$ cat src/rtl/bl_stream_pkg.sv
// Shared types for the 8-lane stream gather/scatter stage.
package bl_stream_pkg;

  localparam int LANES = 8;

  typedef enum logic [1:0] {
    ST_FILL  = 2'd0,
    ST_DRAIN = 2'd1,
    ST_EOS   = 2'd2
  } state_e;

  typedef logic [2:0] lane_idx_t;

endpackage

$ cat src/rtl/bl_deser8_lane.sv
// One output lane of the deserializer: row word, pending flag and EOS flag.
module bl_deser8_lane #(
  parameter int W = 16
) (
  input  logic         clock,
  input  logic         reset,
  input  logic         wr_en_i,
  input  logic [W-1:0] wr_data_i,
  input  logic         set_pend_i,
  input  logic         set_eflag_i,
  input  logic         clr_eflag_i,
  input  logic         b_i,
  output logic         e_o,
  output logic         v_o,
  output logic [W-1:0] d_o,
  output logic         pend_o,
  output logic         xfer_o
);

  logic [W-1:0] buf_q, buf_d;
  logic         pend_q, pend_d;
  logic         eflag_q, eflag_d;

  assign xfer_o = pend_q & ~b_i;

  always_comb begin
    buf_d   = buf_q;
    pend_d  = pend_q;
    eflag_d = eflag_q;
    if (wr_en_i) buf_d = wr_data_i;
    // A reload on the cycle of the last transfer must win over the clear.
    if (set_pend_i) begin
      pend_d  = 1'b1;
      eflag_d = set_eflag_i;
    end else begin
      if (xfer_o) pend_d = 1'b0;
      if (clr_eflag_i) eflag_d = 1'b0;
    end
  end

  always_ff @(posedge clock) begin
    if (!reset) begin
      buf_q   <= '0;
      pend_q  <= 1'b0;
      eflag_q <= 1'b0;
    end else begin
      buf_q   <= buf_d;
      pend_q  <= pend_d;
      eflag_q <= eflag_d;
    end
  end

  assign v_o    = pend_q;
  assign e_o    = pend_q & eflag_q;
  assign d_o    = eflag_q ? '0 : buf_q;
  assign pend_o = pend_q;

endmodule

$ cat src/rtl/bl_deser8_fsm.sv
// Scalar-to-8-lane stream deserializer: collects rows of 8 words, pads partial rows on EOS.
module bl_deser8_fsm
  import bl_stream_pkg::*;
#(
  parameter int W = 16
) (
  input  logic         clock,
  input  logic         reset,
  input  logic         a_e,
  input  logic         a_v,
  output logic         a_b,
  input  logic [W-1:0] a_d,
  output logic         s_e, t_e, u_e, v_e, w_e, x_e, y_e, z_e,
  output logic         s_v, t_v, u_v, v_v, w_v, x_v, y_v, z_v,
  input  logic         s_b, t_b, u_b, v_b, w_b, x_b, y_b, z_b,
  output logic [W-1:0] s_d, t_d, u_d, v_d, w_d, x_d, y_d, z_d,
  output logic [1:0]   statecase
);

  state_e    state_q, state_d;
  lane_idx_t idx_q, idx_d;
  logic      eos_pend_q, eos_pend_d;

  logic [LANES-1:0] wr_en, lane_b, lane_e, lane_v, lane_pend, lane_xfer;
  logic [W-1:0]     wr_data;
  logic [W-1:0]     lane_d [LANES];
  logic             set_pend, set_eflag, clr_eflag, all_clear;

  assign lane_b    = {z_b, y_b, x_b, w_b, v_b, u_b, t_b, s_b};
  assign all_clear = &(~lane_pend | lane_xfer);

  always_comb begin
    state_d    = state_q;
    idx_d      = idx_q;
    eos_pend_d = eos_pend_q;
    wr_en      = '0;
    wr_data    = a_d;
    set_pend   = 1'b0;
    set_eflag  = 1'b0;
    clr_eflag  = 1'b0;
    case (state_q)
      ST_FILL: begin
        if (a_v) begin
          if (!a_e) begin
            wr_en[idx_q] = 1'b1;
            if (idx_q == 3'd7) begin
              set_pend = 1'b1;
              idx_d    = '0;
              state_d  = ST_DRAIN;
            end else begin
              idx_d = idx_q + 3'd1;
            end
          end else if (idx_q == '0) begin
            set_pend  = 1'b1;
            set_eflag = 1'b1;
            state_d   = ST_EOS;
          end else begin
            // Pad the tail of the partial row with zeros before draining it.
            wr_data = '0;
            for (int k = 0; k < LANES; k++) begin
              if (k >= int'(idx_q)) wr_en[k] = 1'b1;
            end
            set_pend   = 1'b1;
            eos_pend_d = 1'b1;
            idx_d      = '0;
            state_d    = ST_DRAIN;
          end
        end
      end
      ST_DRAIN: begin
        if (all_clear) begin
          if (eos_pend_q) begin
            set_pend   = 1'b1;
            set_eflag  = 1'b1;
            eos_pend_d = 1'b0;
            state_d    = ST_EOS;
          end else begin
            state_d = ST_FILL;
          end
        end
      end
      ST_EOS: begin
        if (all_clear) begin
          clr_eflag = 1'b1;
          state_d   = ST_FILL;
        end
      end
      default: state_d = ST_FILL;
    endcase
  end

  always_ff @(posedge clock) begin
    if (!reset) begin
      state_q    <= ST_FILL;
      idx_q      <= '0;
      eos_pend_q <= 1'b0;
    end else begin
      state_q    <= state_d;
      idx_q      <= idx_d;
      eos_pend_q <= eos_pend_d;
    end
  end

  for (genvar k = 0; k < LANES; k++) begin : g_lane
    bl_deser8_lane #(.W(W)) u_lane (
      .clock      (clock),
      .reset      (reset),
      .wr_en_i    (wr_en[k]),
      .wr_data_i  (wr_data),
      .set_pend_i (set_pend),
      .set_eflag_i(set_eflag),
      .clr_eflag_i(clr_eflag),
      .b_i        (lane_b[k]),
      .e_o        (lane_e[k]),
      .v_o        (lane_v[k]),
      .d_o        (lane_d[k]),
      .pend_o     (lane_pend[k]),
      .xfer_o     (lane_xfer[k])
    );
  end

  assign a_b       = !reset || (state_q != ST_FILL);
  assign statecase = state_q;

  assign {z_e, y_e, x_e, w_e, v_e, u_e, t_e, s_e} = lane_e;
  assign {z_v, y_v, x_v, w_v, v_v, u_v, t_v, s_v} = lane_v;
  assign s_d = lane_d[0];
  assign t_d = lane_d[1];
  assign u_d = lane_d[2];
  assign v_d = lane_d[3];
  assign w_d = lane_d[4];
  assign x_d = lane_d[5];
  assign y_d = lane_d[6];
  assign z_d = lane_d[7];

endmodule

$ cat config.mk
export PLATFORM = sky130hd
export DESIGN_NAME = bl_deser8_fsm
export DESIGN_NICKNAME = d
export VERILOG_FILES = /design/src/rtl/bl_stream_pkg.sv /design/src/rtl/bl_deser8_lane.sv /design/src/rtl/bl_deser8_fsm.sv
export SDC_FILE = /design/constraint.sdc
export NUM_CORES = 1
export LEC_CHECK = 0
export ABC_AREA = 1
export CORE_ASPECT_RATIO = 2
export CORE_MARGIN = 10
export CORE_UTILIZATION = 49
export DETAILED_ROUTE_END_ITERATION = 7
export PLACE_DENSITY = 0.8
export SYNTH_ARGS = -nofsm -noshare
export SYNTH_HDL_FRONTEND = slang
export SYNTH_SLANG_ARGS = --single-unit
$ cat constraint.sdc
create_clock -name clock -period 2.1 [get_ports clock]
set_input_delay 0.42 -clock clock [delete_from_list [all_inputs] [get_ports clock]]
set_output_delay 0.42 -clock clock [all_outputs]
set_load 0.02 [all_outputs]
* Word-level counts from Yosys, hierarchy flattened
Index checks and enable logic that the tools add are counted.
** Cells by class
- Bitwise gates (word level) :: 26
- Eq/ne operators :: 10
- Multiplexer cells :: 71
- $add $sub $neg :: 1
- Reductions and logical operators :: 20
- Magnitude comparators :: 9
** Operators with widths (count)
- 16-bit two-way mux :: 12
- 1-bit two-way mux :: 40
- 8-bit two-way mux :: 4
- 2-bit nonzero test :: 11
- 1-bit bitwise AND :: 16
- 2-bit two-way mux :: 7
- 2-bit inequality test (second input constant) :: 6
- 3-bit >= comparator (first input constant) :: 3
- 3-bit two-way mux :: 3
- 1-bit NOT :: 8
- 8-bit NOT :: 1
- 8-bit OR :: 1
- 8-bit AND reduction :: 1
- 1-bit by 3-bit >= comparator with 1-bit output (first input constant) :: 2
- 2-bit by 3-bit >= comparator with 1-bit output (first input constant) :: 2
- 1-bit one-hot mux with 2 select lines :: 3
- 2-bit one-hot mux with 3 select lines :: 1
- 5-bit AND reduction :: 1
- 3-bit by 4-bit < comparator with 1-bit output (second input constant) :: 1
- 4-bit AND reduction :: 1
- 3-bit by 1-bit adder with 3-bit output (second input constant) :: 1
- 1-bit demux with 3-bit select :: 1
- 3-bit == test (second input constant) :: 1
- 3-bit by 1-bit >= comparator with 1-bit output (second input constant) :: 1
- other kinds (9) :: 9
** Storage, ports and cells
- Flip-flop bits (word level) :: 143
- Word-level logic and storage cells :: 157
- Bits of input ports :: 28

* Logic depth before layout (Yosys ltp)
- Depth in word-level cells :: 8
- Mapped depth :: 12

* Cells and area by module
Synthesis repeated with hierarchy kept, for this count alone.
** Unflattened totals
- Cell total of the unflattened synthesis :: 1086
- Area, all modules :: 7010.5 um2
** Modules (own cells, without submodules)
- bl_deser8_lane :: area an instance 782.0 um2, cells an instance 118, seq. area each 360.3 um2, times used 8
- bl_deser8_fsm :: area an instance 754.5 um2, cells an instance 142, seq. area each 120.1 um2, times used 1

* Worst setup path after synthesis
No wires, ideal clock.
- Path kind :: input to output
- From :: in reset
- To :: out a_b
- Stages on the path :: 4
- Buffers on the path :: 3
- Arrival time :: 1.286 ns
- Path slack :: 0.394 ns
- Cell sequence :: clkbuf_1 > clkbuf_1 > buf_2 > nand2_1
** Between the ends
- Cells in the longest elaborated chain, start to end :: 2
** RTL lines
- start: declaration :: RTL line bl_deser8_fsm.sv:8 : input logic reset,
- 1-bit zero test
- 1-bit logical OR :: RTL line bl_deser8_fsm.sv:122 : assign a_b = !reset || (state_q != ST_FILL);
- end: declaration :: RTL line bl_deser8_fsm.sv:11 : output logic a_b,
Every way passes these cells.

==> qor.csv <==
stage,metric,value,unit
status,outcome,"complete, no violations",
logic_synthesis,synthesized area,0.006748,sq mm
worst_setup_path,Buf/Inv on CP,1,
clock_tree,cts hold-fix bufs,0,
power,Peak supply drop,0.6436,mV
worst_setup_path,crit path max fanout,7,
grt,largest net degree at the start of global routing,65,
worst_setup_path,"Cell Chain, Critical Path",nor2_1 > clkdlybuf4s50_1,
layout,ratio of cells with drive above 1 in the final layout,8.731,%
placement,IO buf count,174,
floorplanning,Initial Utilization,49.94,%
worst_hold_path,Hold Crit Class,primary input to register,
timing,setup_tns,0,ps
clock_tree,clock sink count,143,
route,WL final,22150,microns
logic_synthesis,most numerous cell in the Yosys netlist,nor2_1,
timing,Max Freq,484.0,MHz
logic_synthesis,syn avg cell area,6.433,sq um
route,Iter 0 DRT Violations,427,
floorplanning,Core Region,0.01351,sq mm
worst_setup_path,CP max-delay cell,clkdlybuf4s50_1,
logic_synthesis,synthesis-stage register bit count,143,
power,Leakage,4.804,nW
layout,Fillers,1221,
floorplanning,Die Span Y,186.0,microns
grt,initial antenna violation count,0,
power,Power Total,8.218,mW
logic_synthesis,Unique masters post-synth,27,
route,vias,6960,
placement,HPWL after detailed placement,15800,microns
timing,Tcrit/Tclk final,98.39,%
clock_tree,Num CTS Buffers,17,
floorplanning,row cnt,60,
clock_tree,Clock Path Buffers,2,
logic_synthesis,Syn Nets,1081,
logic_synthesis,"Async S/R FF share, synth",0,%
logic_synthesis,Synth top area share,42.43,%
logic_synthesis,sequential area share after synthesis,42.43,%
worst_setup_path,Crit Path Class,register to output pin,
route,detailed-route DRC error count,0,
logic_synthesis,synth warn,0,
logic_synthesis,number of flops mapped to enable cells by yosys,0,
route,Post-DRT Antenna Nets,0,
placement,gp weighted congestion,0.9359,
clock_tree,CTS root buffer,clkbuf_16,
timing,Slew Limit Fails,0,
clock_tree,clock-pin slew on the worst setup and hold paths,60,ps
timing,RSZ-0062 raised after global routing,yes,
grt,residual overflow from global routing,0,
floorplanning,I/O pins,175,
worst_setup_path,Worst Path Arrival,1650,ps
timing,Final setup viols,0,
route,First-pass DRT Iterations,5,
timing,Worst-Margin Slew,570.9,ps
timing,Final Hold Viols,0,
power,cell area power density,888.3,mW/mm^2
floorplanning,die area,0.01915,sq mm
grt,first-pass GRT wire length,33510,microns
timing,post-layout minimum cycle time,2066,ps
logic_synthesis,most frequent cells after synthesis,"272 x nor2_1, 203 x nand2_1, 166 x inv_1",
logic_synthesis,"area leader, netlist",dfxtp_1,
layout,# nets final,1256,
layout,Ant. Diodes,0,
floorplanning,die width,103.0,microns
route,DR WL/cell,15.91,microns
timing,Max-slew headroom,61.94,%
clock_tree,worst skew pair latency,420,ps
grt,number of global-route vias before repair,6526,
logic_synthesis,top_reg_cell synth,dfxtp_1,
worst_setup_path,startpoint types,register,
clock_tree,TritonCTS clock tree,yes,
grt,Total GRT Usage,22.61,%
worst_setup_path,cell family with most CP delay,buffers and inverters,
worst_setup_path,Required @ worst endpoint,1680,ps
timing,Post-Route Skew,7.903,ps
worst_setup_path,Critical Path Max Stage Delay,670,ps
clock_tree,H-tree levels,4,
layout,Layout area overhead,37.10,%
logic_synthesis,synth top area cells,"dfxtp_1 42%, nor2_1 15%, nand2_1 11%, inv_1 9.2%, a21oi_1 5.6%",
run,max-cap violation count,0,
worst_setup_path,Worst Setup End Kind,output pin,
logic_synthesis,Syn Inst Count,1049,
route,via/cell ratio,5.000,
-- routing by layer --
| metal | track usage [%] | up-vias | routed length [microns] |
|---|---|---|---|
| met5 | 0 | - | 0 |
| met4 | 10.74 | 0 | 760 |
| met3 | 4.272 | 46 | 1479 |
| met2 | 41.19 | 285 | 11770 |
| met1 | 23.82 | 3162 | 8140 |
| li1 | - | 3467 | - |
-- path summary, 6_finish.rpt --
path | startpoint | end | slack (ps) | depth (start not counted)
worst max register to register | idx_q[0]$_SDFFE_PN0P_ | g_lane[1].u_lane.buf_q[11]$_SDFFE_PN0P_ | 90 | 10
worst max-delay path | g_lane[2].u_lane.eflag_q$_SDFFE_PN0P_ | s_d[9] | 30 | 2
worst min-delay path | reset | statecase[0]$_SDFFE_PN0P_ | 350 | 3
worst min register to register | g_lane[0].u_lane.buf_q[1]$_SDFFE_PN0P_ | g_lane[0].u_lane.buf_q[1]$_SDFFE_PN0P_ | 450 | 2
-- report_power, final --
part | switching (mW) | internal (mW)
clock network | 1.20 | 2.24
registers | 0.132 | 2.93
logic | 1.12 | 0.606
-- state kept, by name, summed over array words and instances, names as in the netlist --
signal / count
eos_pend_q: 1
g_lane.u_lane.buf_q: 128
g_lane.u_lane.eflag_q: 1
g_lane.u_lane.pend_o: 8
idx_q: 3
statecase: 2
-- cell type report --
class,count,area [sq um],share of cell area (%)
multi-input cells,667,2879,31.12
flip-flops and latches,143,2868,31.00
repair buffers,210,1926,20.81
inverters,185,718.2,7.763
clock buffers,19,432.9,4.679
clock inverters,13,234.0,2.529
well taps,155,193.9,2.096
-- worst min-delay path, cell delays in order --
cell and delay, ps:
buf_2 160, inv_2 100, a21oi_1 50
-- through the flow --
step	std cells	hold slack, ps	setup WS, ps	area (sq um)	utilization, %
after global routing	1392	361.2	-62.65	9251	68.46
final	1392	351.1	33.73	9251	68.46
after CTS	1392	354.5	8.802	9236	68.35
after floorplan	1049	427.3	394.3	6748	-
after detailed placement	1358	444.8	-105.4	8723	64.56
after global placement	1358	441.5	-78.10	8723	64.56
-- cell usage in the layout, fill, tap and decap left out, drive strengths merged --
cell type / n
inv: 183
dlygate4sd2: 135
a21oi: 76
nor2: 280
a211oi: 1
clkinv: 5
clkbuf: 19
nor3: 1
clkdlybuf4s50: 38
ha: 4
nand2: 210
nand3: 31
o21ai: 64
buf: 37
clkinvlp: 4
dfxtp: 143
bufinv: 6
-- timing repair --
action                     4_1_cts  5_1_grt
setup endpoints to repair      124       21
cloned                           0        0
setup buffers                    2        0
resized for setup              135        7
-- cells by family (layout without fill, tap and decap cells) --
kind of cell / count (synthesis) / count (layout) / synth area share [%]
AOI/OAI and AO/OA: 141 / 141 / 10.55
DFF: 143 / 143 / 42.43
and+or+nand+nor: 522 / 522 / 31.34
buffers and inverters: 239 / 427 / 14.95
adders and majority gates: 4 / 4 / 0.7417
(Power assumes the default switching activity.)
